==> src/rtl/alignment_controller.sv <==
// alignment_controller: command-side initiator that clears, launches and times one generator run
// Ports:
//   i_clk, i_rst_n                     clock, async active-low reset
//   i_cmd_valid / o_cmd_ready          host command handshake (accepted in IDLE)
//   o_res_valid / i_res_ready          result handshake (held in HOLD)
//   o_res_score, o_res_cycles          latched solution and run length
//   o_res_timeout                      run aborted by timeout
//   o_busy                             any state other than IDLE
//   o_gen_reset, o_gen_start           generator control levels
//   i_gen_finish, i_gen_solution       generator completion flag and score
module alignment_controller #(
    parameter int SCORE_W        = 32,
    parameter int CNT_W          = 16,
    parameter int CLEAR_CYCLES   = 2,
    parameter int TIMEOUT_CYCLES = 1024
) (
    input  logic               i_clk,
    input  logic               i_rst_n,
    input  logic               i_cmd_valid,
    output logic               o_cmd_ready,
    output logic               o_res_valid,
    input  logic               i_res_ready,
    output logic [SCORE_W-1:0] o_res_score,
    output logic [CNT_W-1:0]   o_res_cycles,
    output logic               o_res_timeout,
    output logic               o_busy,
    output logic               o_gen_reset,
    output logic               o_gen_start,
    input  logic               i_gen_finish,
    input  logic [SCORE_W-1:0] i_gen_solution
);
    typedef enum logic [2:0] {S_IDLE, S_CLEAR, S_START, S_WAIT, S_HOLD} state_t;

    state_t             r_state;
    state_t             w_next;
    logic               r_live;
    logic [CNT_W-1:0]   r_clear_cnt;
    logic [CNT_W-1:0]   r_run_cnt;
    logic [SCORE_W-1:0] r_res_score;
    logic [CNT_W-1:0]   r_res_cycles;
    logic               r_res_timeout;
    logic               w_finish;
    logic               w_tmo;

    // r_run_cnt is the index of the current gen_start-high cycle, so at the
    // sampling edge it already equals the number of counted edges.
    assign w_finish = (r_state == S_WAIT) && i_gen_finish;
    assign w_tmo    = (r_state == S_WAIT) && (r_run_cnt >= CNT_W'(TIMEOUT_CYCLES));

    always_comb begin
        w_next = r_state;
        case (r_state)
            S_IDLE:  w_next = (i_cmd_valid && r_live) ? S_CLEAR : S_IDLE;
            S_CLEAR: w_next = (r_clear_cnt == CNT_W'(CLEAR_CYCLES - 1)) ? S_START : S_CLEAR;
            S_START: w_next = S_WAIT;
            S_WAIT:  w_next = (w_finish || w_tmo) ? S_HOLD : S_WAIT;
            S_HOLD:  w_next = i_res_ready ? S_IDLE : S_HOLD;
            default: w_next = S_IDLE;
        endcase
    end

    always_ff @(posedge i_clk or negedge i_rst_n) begin
        if (!i_rst_n) begin
            r_state       <= S_IDLE;
            r_live        <= 1'b0;
            r_clear_cnt   <= '0;
            r_run_cnt     <= '0;
            r_res_score   <= '0;
            r_res_cycles  <= '0;
            r_res_timeout <= 1'b0;
        end else begin
            r_state     <= w_next;
            r_live      <= 1'b1;
            r_clear_cnt <= (r_state == S_CLEAR) ? r_clear_cnt + 1'b1 : '0;
            if (r_state == S_CLEAR)
                r_run_cnt <= CNT_W'(1);
            else if (r_state == S_START || (r_state == S_WAIT && w_next == S_WAIT))
                r_run_cnt <= r_run_cnt + 1'b1;
            if (w_finish) begin
                r_res_score   <= i_gen_solution;
                r_res_cycles  <= r_run_cnt;
                r_res_timeout <= 1'b0;
            end else if (w_tmo) begin
                r_res_score   <= '0;
                r_res_cycles  <= CNT_W'(TIMEOUT_CYCLES);
                r_res_timeout <= 1'b1;
            end
        end
    end

    // r_live keeps the generator in reset and refuses commands until the
    // first clock edge after reset release.
    assign o_cmd_ready   = r_live && (r_state == S_IDLE);
    assign o_res_valid   = (r_state == S_HOLD);
    assign o_busy        = (r_state != S_IDLE);
    assign o_gen_reset   = !r_live || (r_state == S_CLEAR);
    assign o_gen_start   = (r_state == S_START) || (r_state == S_WAIT);
    assign o_res_score   = r_res_score;
    assign o_res_cycles  = r_res_cycles;
    assign o_res_timeout = r_res_timeout;
endmodule
==> config.mk <==
export PLATFORM = sky130hd
export DESIGN_NAME = alignment_controller
export DESIGN_NICKNAME = d
export VERILOG_FILES = /design/src/rtl/alignment_controller.sv
export SDC_FILE = /design/constraint.sdc
export NUM_CORES = 1
export LEC_CHECK = 0
export ABC_AREA = 1
export CAP_MARGIN = 20
export CORE_MARGIN = 4
export CORE_UTILIZATION = 45
export CTS_CLUSTER_SIZE = 14
export DETAILED_ROUTE_END_ITERATION = 10
export PLACE_DENSITY = 0.77
export SYNTH_ARGS = -nofsm -noshare
export SYNTH_HDL_FRONTEND = slang
export SYNTH_SLANG_ARGS = --single-unit
==> constraint.sdc <==
create_clock -name i_clk -period 1.4 [get_ports i_clk]
set_clock_uncertainty 0.05 [all_clocks]
set_input_delay 0.42 -clock i_clk [delete_from_list [all_inputs] [get_ports i_clk]]
set_output_delay 0.42 -clock i_clk [all_outputs]
set_load 0.01 [all_outputs]
==> key figures, run 1 <==
Worst setup path
  – Req. time, crit path: 930 ps
  – R2r setup slk: -260 ps
  – Crit path DAT: 1210 ps
  – Critical path's slowest cell: dfrtp_1
  – Worst setup path end: o_gen_reset
  – Worst R2R End: o_res_cycles[10]
  – Worst setup path class: reg -> out
  – CP cell instances: nor3_2 > inv_2 > nand2_2 > buf_6
  – Reg-to-Reg Start: r_state[1]
  – Worst Setup SP: r_state[1]
  – CP endpoint kind: primary output
  – CP startpoint kind: flop
  – Reg2Reg Depth: 9
  – Max stage delay on crit path: 420 ps
  – Worst-path maximum fanout: 3

Synthesis
  – Yosys top cell area share: 52.8%
  – Synthesis Warnings: 0
  – Seq/Total Area, Yosys: 52.8%
  – Mapped Cells: 500
  – Yosys top cell by area: dfrtp_1
  – Mapped cell area: 0.00403 mm2
  – Mapped Nets: 541
  – Flops & latches, synth: 85
  – Top cells by area, synth: dfrtp_1 (53%), nand2_1 (15%), nand3_1 (9.1%)
  – Syn Area/Cell: 8.06 um2
  – Post-synth cell types: 25

Power and ir drop
  – Pwr dens: 1730 mW/mm2
  – Peak VDD IR: 0.865 mV
  – Static Leakage: 3.06 nW

Floorplan
  – Die Span Y: 103 um
  – Initial Util: 46.2%
  – # IOs: 91
  – Die footprint: 0.0105 mm2
  – Core area: 0.00872 mm2
  – Die Span X: 103 um
  – Num rows: 34

Place
  – Port bufs: 90
  – Routability congestion estimate: 0.905
  – Post-DP HPWL: 7800 um
  – Dpl cells: 722
  – Dpl cell area: 0.00541 mm2

Global routing
  – First-pass GRT wire length: 18300 um
  – GRT Overall Usage: 21.8%
  – Grt ovf: 0
  – Largest net degree at the start of global routing: 27
  – Initial antenna violation count: 0
  – Number of global-route vias before repair: 3817

Clocking
  – Inserted Clock Buffers: 9
  – Reg clk slew, reported paths: 80 ps
  – Clk_lat worst skew: 350 ps
  – CTS tree: yes
  – Clock Path Buffers: 2
  – Clk root buf: clkbuf_8
  – Clock sink count: 85
  – H-Tree Depth: 3

Cells and area
  – Area grow syn2layout: 54.7%
  – Antenna Cells: 0
  – Most common cell after layout, fill and taps aside: nand2_1
  – Nets: 694
  – Final Cell Area: 0.00623 mm2
  – Post-Layout Cell Count: 765
  – Layout cells sized above 1: 36.5%
  – Commonest cells after routing, fill and taps aside: nand2_1 (140), dfrtp_1 (83), buf_2 (48)
  – Fin util: 71.4%

Routing
  – Avg Vias per Cell: 5.27
  – Iteration-0 DRC Markers: 139
  – First-pass DRT Iterations: 4
  – Post-Route WL: 12400 um
  – Number of nets still failing antenna checks after routing: 0
  – DRC Markers: 0
  – Via Count: 4032
  – DR WL/cell: 16.2 um

Min path
  – Worst min-delay path class: reg -> reg

STA
  – Final Hold Viols: 0
  – Final Max Tran Viols: 0
  – Setup ws final: -285 ps
  – Fin Setup TNS: -16300 ps
  – RSZ-0062 raised after global routing: true
  – Setup violations, final: 71
  – F_max: 594 MHz
  – Period utilization: 120%
  – Post-layout min period: 1680 ps

Status
  – Failing checks: negative setup slack
  – Status: finished with violations

Job
  – Number of max-cap violations: 0
## worst min path at each step
stage	startpoint	cells after the start	to
floorplan	i_rst_n	0	o_res_cycles[0]
global placement	i_rst_n	1	r_clear_cnt[6]
detailed placement	i_rst_n	1	r_clear_cnt[8]
CTS	o_res_score[19]	2	o_res_score[19]
global route	o_res_score[9]	2	o_res_score[9]
finish	o_res_score[14]	2	o_res_score[14]
## where the power goes
part	switching, W	internal [W]
logic	0.00274	0.00251
registers	0.000611	0.00324
clock network	0.000851	0.000807
total	0.00420	0.00656
## registers in the layout, indices dropped and copies added, names as in the netlist
signal         count
r_clear_cnt       16
r_run_cnt         16
r_state            3
o_res_cycles      16
o_res_score       32
r_live             1
o_res_timeout      1
## cell type report
class                           count  area [um2]
Sequential cell                    85        2130
Clock buffer                       10         128
Timing Repair Buffer              163        1560
Fill cell                         635        2490
Tap cell                          108         135
Multi-Input combinational cell    357        2070
Inverter                           37         156
Clock inverter                      5        52.6
## synth_stat cells (all sizes together)
cell    instances
a21oi           8
a31oi           1
buf            12
clkbuf          9
conb            1
dfrtp          85
ha              4
inv            37
nand2         160
nand3          73
nand4          11
nor2           47
nor3            9
o211ai          2
o21ai          30
o21bai          3
xnor2           1
xor2            7
## critical path: cells and delay by family (launching register included)
family	cells	cell delay, ps
flip-flops	1	420
buffers and inverters	2	180
AND/OR/NAND/NOR	2	280
## cell families after synthesis
family / after synthesis / share of synthesized area (%)
XOR/XNOR: 8 / 1.74
other: 1 / 0.0931
AO/OA/AOI/OAI: 44 / 6.18
adder cells (fa/ha/maj): 4 / 1.24
buffers and inverters: 58 / 6.37
flip-flops: 85 / 52.8
AND/OR/NAND/NOR: 300 / 31.6
## timing repair
action | in CTS | in global routing
hold buffers | 1 | 0
endpoints found under the setup margin | 121 | 82
setup buffers | 13 | 6
resized for setup | 287 | 75
hold endpoints to repair | 21 | 0
pin swaps | 19 | 30
cloned | 5 | 6
## routing by layer
| metal | wire, um | global-route usage, % |
|---|---|---|
| met4 | 368 | 6.16 |
| met2 | 6430 | 37.3 |
| met1 | 4980 | 28.3 |
| met3 | 633 | 4.33 |
| met5 | 0 | 0 |
## stage by stage
| step | setup WS (ps) | hold WS [ps] | total power [W] |
|---|---|---|---|
| floorplan | -37.8 | 74.4 | 0.00583 |
| global placement | -361 | 299 | 0.00816 |
| detailed placement | -385 | 300 | 0.00834 |
| CTS | -284 | 450 | 0.00999 |
| global route | -373 | 484 | 0.0114 |
| finish | -285 | 459 | 0.0108 |
(Power assumes the default switching activity.)
==> run 2, diff against run 1 <==
- CORE_UTILIZATION: 45 -> 40
- GPL_ROUTABILITY_DRIVEN: default -> 1
- PLACE_DENSITY: 0.77 -> 0.69
==> key figures, run 2 (synthesized netlist as in run 1, its figures left out) <==
Clocking
  – Reg clk slew, reported paths: 100 ps
  – Clk_lat worst skew: 350 ps
  – Clock Path Buffers: 2
  – CTS tree: yes
  – Clock sink count: 85
  – Clk root buf: clkbuf_8
  – H-Tree Depth: 3
  – Inserted Clock Buffers: 9

Cells and area
  – Fin util: 69.9%
  – Fill cells: 680
  – Layout cells sized above 1: 45.8%
  – Nets: 721
  – Largest register FFs: 32
  – Area grow syn2layout: 69.6%
  – Final Cell Area: 0.00683 mm2
  – Antenna Cells: 0
  – Most common cell after layout, fill and taps aside: nand2_1
  – Commonest cells after routing, fill and taps aside: nand2_1 (87), dfrtp_1 (84), buf_4 (54)
  – Area of the multi-input gates: 0.00229 mm2
  – Reg area: 0.00213 mm2
  – Post-Layout Cell Count: 818

Worst setup path
  – Reg-to-Reg Start: r_state[1]
  – CP cell instances: buf_6 > nor3_4 > inv_2 > nand2_2 > buf_6
  – Worst R2R End: o_res_score[3]
  – CP endpoint kind: primary output
  – Crit path DAT: 1380 ps
  – Reg2Reg Depth: 10
  – Max stage delay on crit path: 440 ps
  – CP startpoint kind: flop
  – R2r setup slk: -430 ps
  – CP dominant cell by count: buf_6
  – Worst setup path class: reg -> out
  – Req. time, crit path: 930 ps
  – Worst-path maximum fanout: 3
  – Critical path's slowest cell: dfrtp_1

Routing
  – Iteration-0 DRC Markers: 309
  – First-pass DRT Iterations: 8
  – Post-Route WL: 15200 um
  – DRC Markers: 0
  – DR WL/cell: 18.6 um
  – Number of nets still failing antenna checks after routing: 0
  – Avg Vias per Cell: 5.37
  – Via Count: 4395

Floorplan
  – Die Span X: 108 um
  – Die Span Y: 108 um
  – # IOs: 91
  – Initial Util: 41.2%
  – Num rows: 36
  – Die footprint: 0.0117 mm2
  – Core area: 0.00977 mm2

Place
  – Dpl cells: 757
  – Post-DP HPWL: 8110 um
  – Routability congestion estimate: 0.855
  – Placement Setup Slack: -428 ps
  – Port bufs: 90
  – Dpl cell area: 0.00549 mm2

Power and ir drop
  – Static Leakage: 3.40 nW
  – Peak VDD IR: 0.911 mV
  – Pwr dens: 1790 mW/mm2

Min path
  – Min-delay src: o_res_score[0]
  – Worst min-delay path class: reg -> reg
  – Hold Path Depth: 2
  – Hold worst-path end: o_res_score[0]

STA
  – Final Max Tran Viols: 0
  – Period utilization: 132%
  – RSZ-0062 raised after global routing: true
  – Setup ws final: -445 ps
  – F_max: 542 MHz
  – Fin Setup TNS: -24940 ps
  – Post-layout min period: 1850 ps
  – Final Hold Viols: 0
  – Setup violations, final: 81

Global routing
  – GRT Overall Usage: 21.3%
  – Initial antenna violation count: 0
  – Grt ovf: 0
  – Number of global-route vias before repair: 4013
  – Largest net degree at the start of global routing: 27
  – First-pass GRT wire length: 19600 um

Status
  – Failing checks: negative setup slack
  – Status: finished with violations

Job
  – Number of max-cap violations: 0
[run 2: changes by cell type in the layout (fill, tap and decap cells not counted), sizes merged]
cell	before	now
clkinv	4	5
o21ai	30	31
clkinvlp	1	0
nand2	160	161
inv	36	37
clkbuf	15	21
buf	122	141
[run 2: repair_timing]
action	4_1_cts	5_1_grt
hold buffers	1	0
pin swaps	4	65
buffers inserted	14	16
endpoints found under the setup margin	120	99
gates resized for setup	254	200
gates cloned	8	12
endpoints found under the hold margin	22	0
[run 2: layer usage]
| layer | track usage [%] | vias to the layer above | wire length, um |
|---|---|---|---|
| met4 | 7.57 | 0 | 580 |
| met1 | 27.0 | 2175 | 6050 |
| met2 | 36.9 | 181 | 7810 |
| li1 | - | 1985 | - |
| met3 | 3.40 | 54 | 780 |
| met5 | 0 | - | 0 |
[run 2: how the worst max path moves through the flow]
stage	from	end	slack (ps)	depth (start not counted)
floorplan	r_state[1]	o_gen_reset	-40	4
global placement	r_state[1]	o_cmd_ready	-400	4
detailed placement	r_state[1]	o_cmd_ready	-430	4
CTS	r_state[1]	o_gen_reset	-380	5
global route	r_state[1]	o_cmd_ready	-500	5
finish	r_state[1]	o_gen_reset	-450	5
[run 2: worst max-delay path: cells and delay by family (launching register included)]
family                 cells  cell delay, ps
and+or+nand+nor            2             260
DFF                        1             440
buffers and inverters      3             320
[run 2: final cells by class]
cell class	count	area share, %
clock buffer	10	2.01
inverter	37	2.33
timing repair buffer	188	27.5
sequential	85	31.1
multi-input combinational	359	33.6
tap	133	2.44
clock inverter	6	1.03
[run 2: report_power, final]
part	switching [W]	total, W	internal, W
logic	0.00333	0.00645	0.00311
registers	0.000669	0.00390	0.00323
clock network	0.000993	0.00188	0.000888
[run 2: stage by stage]
step	power (W)	hold WS, ps
after CTS	0.0102	452
after floorplan	0.00583	74.4
after global routing	0.0128	490
after global placement	0.00826	321
final	0.0122	462
after detailed placement	0.00841	323
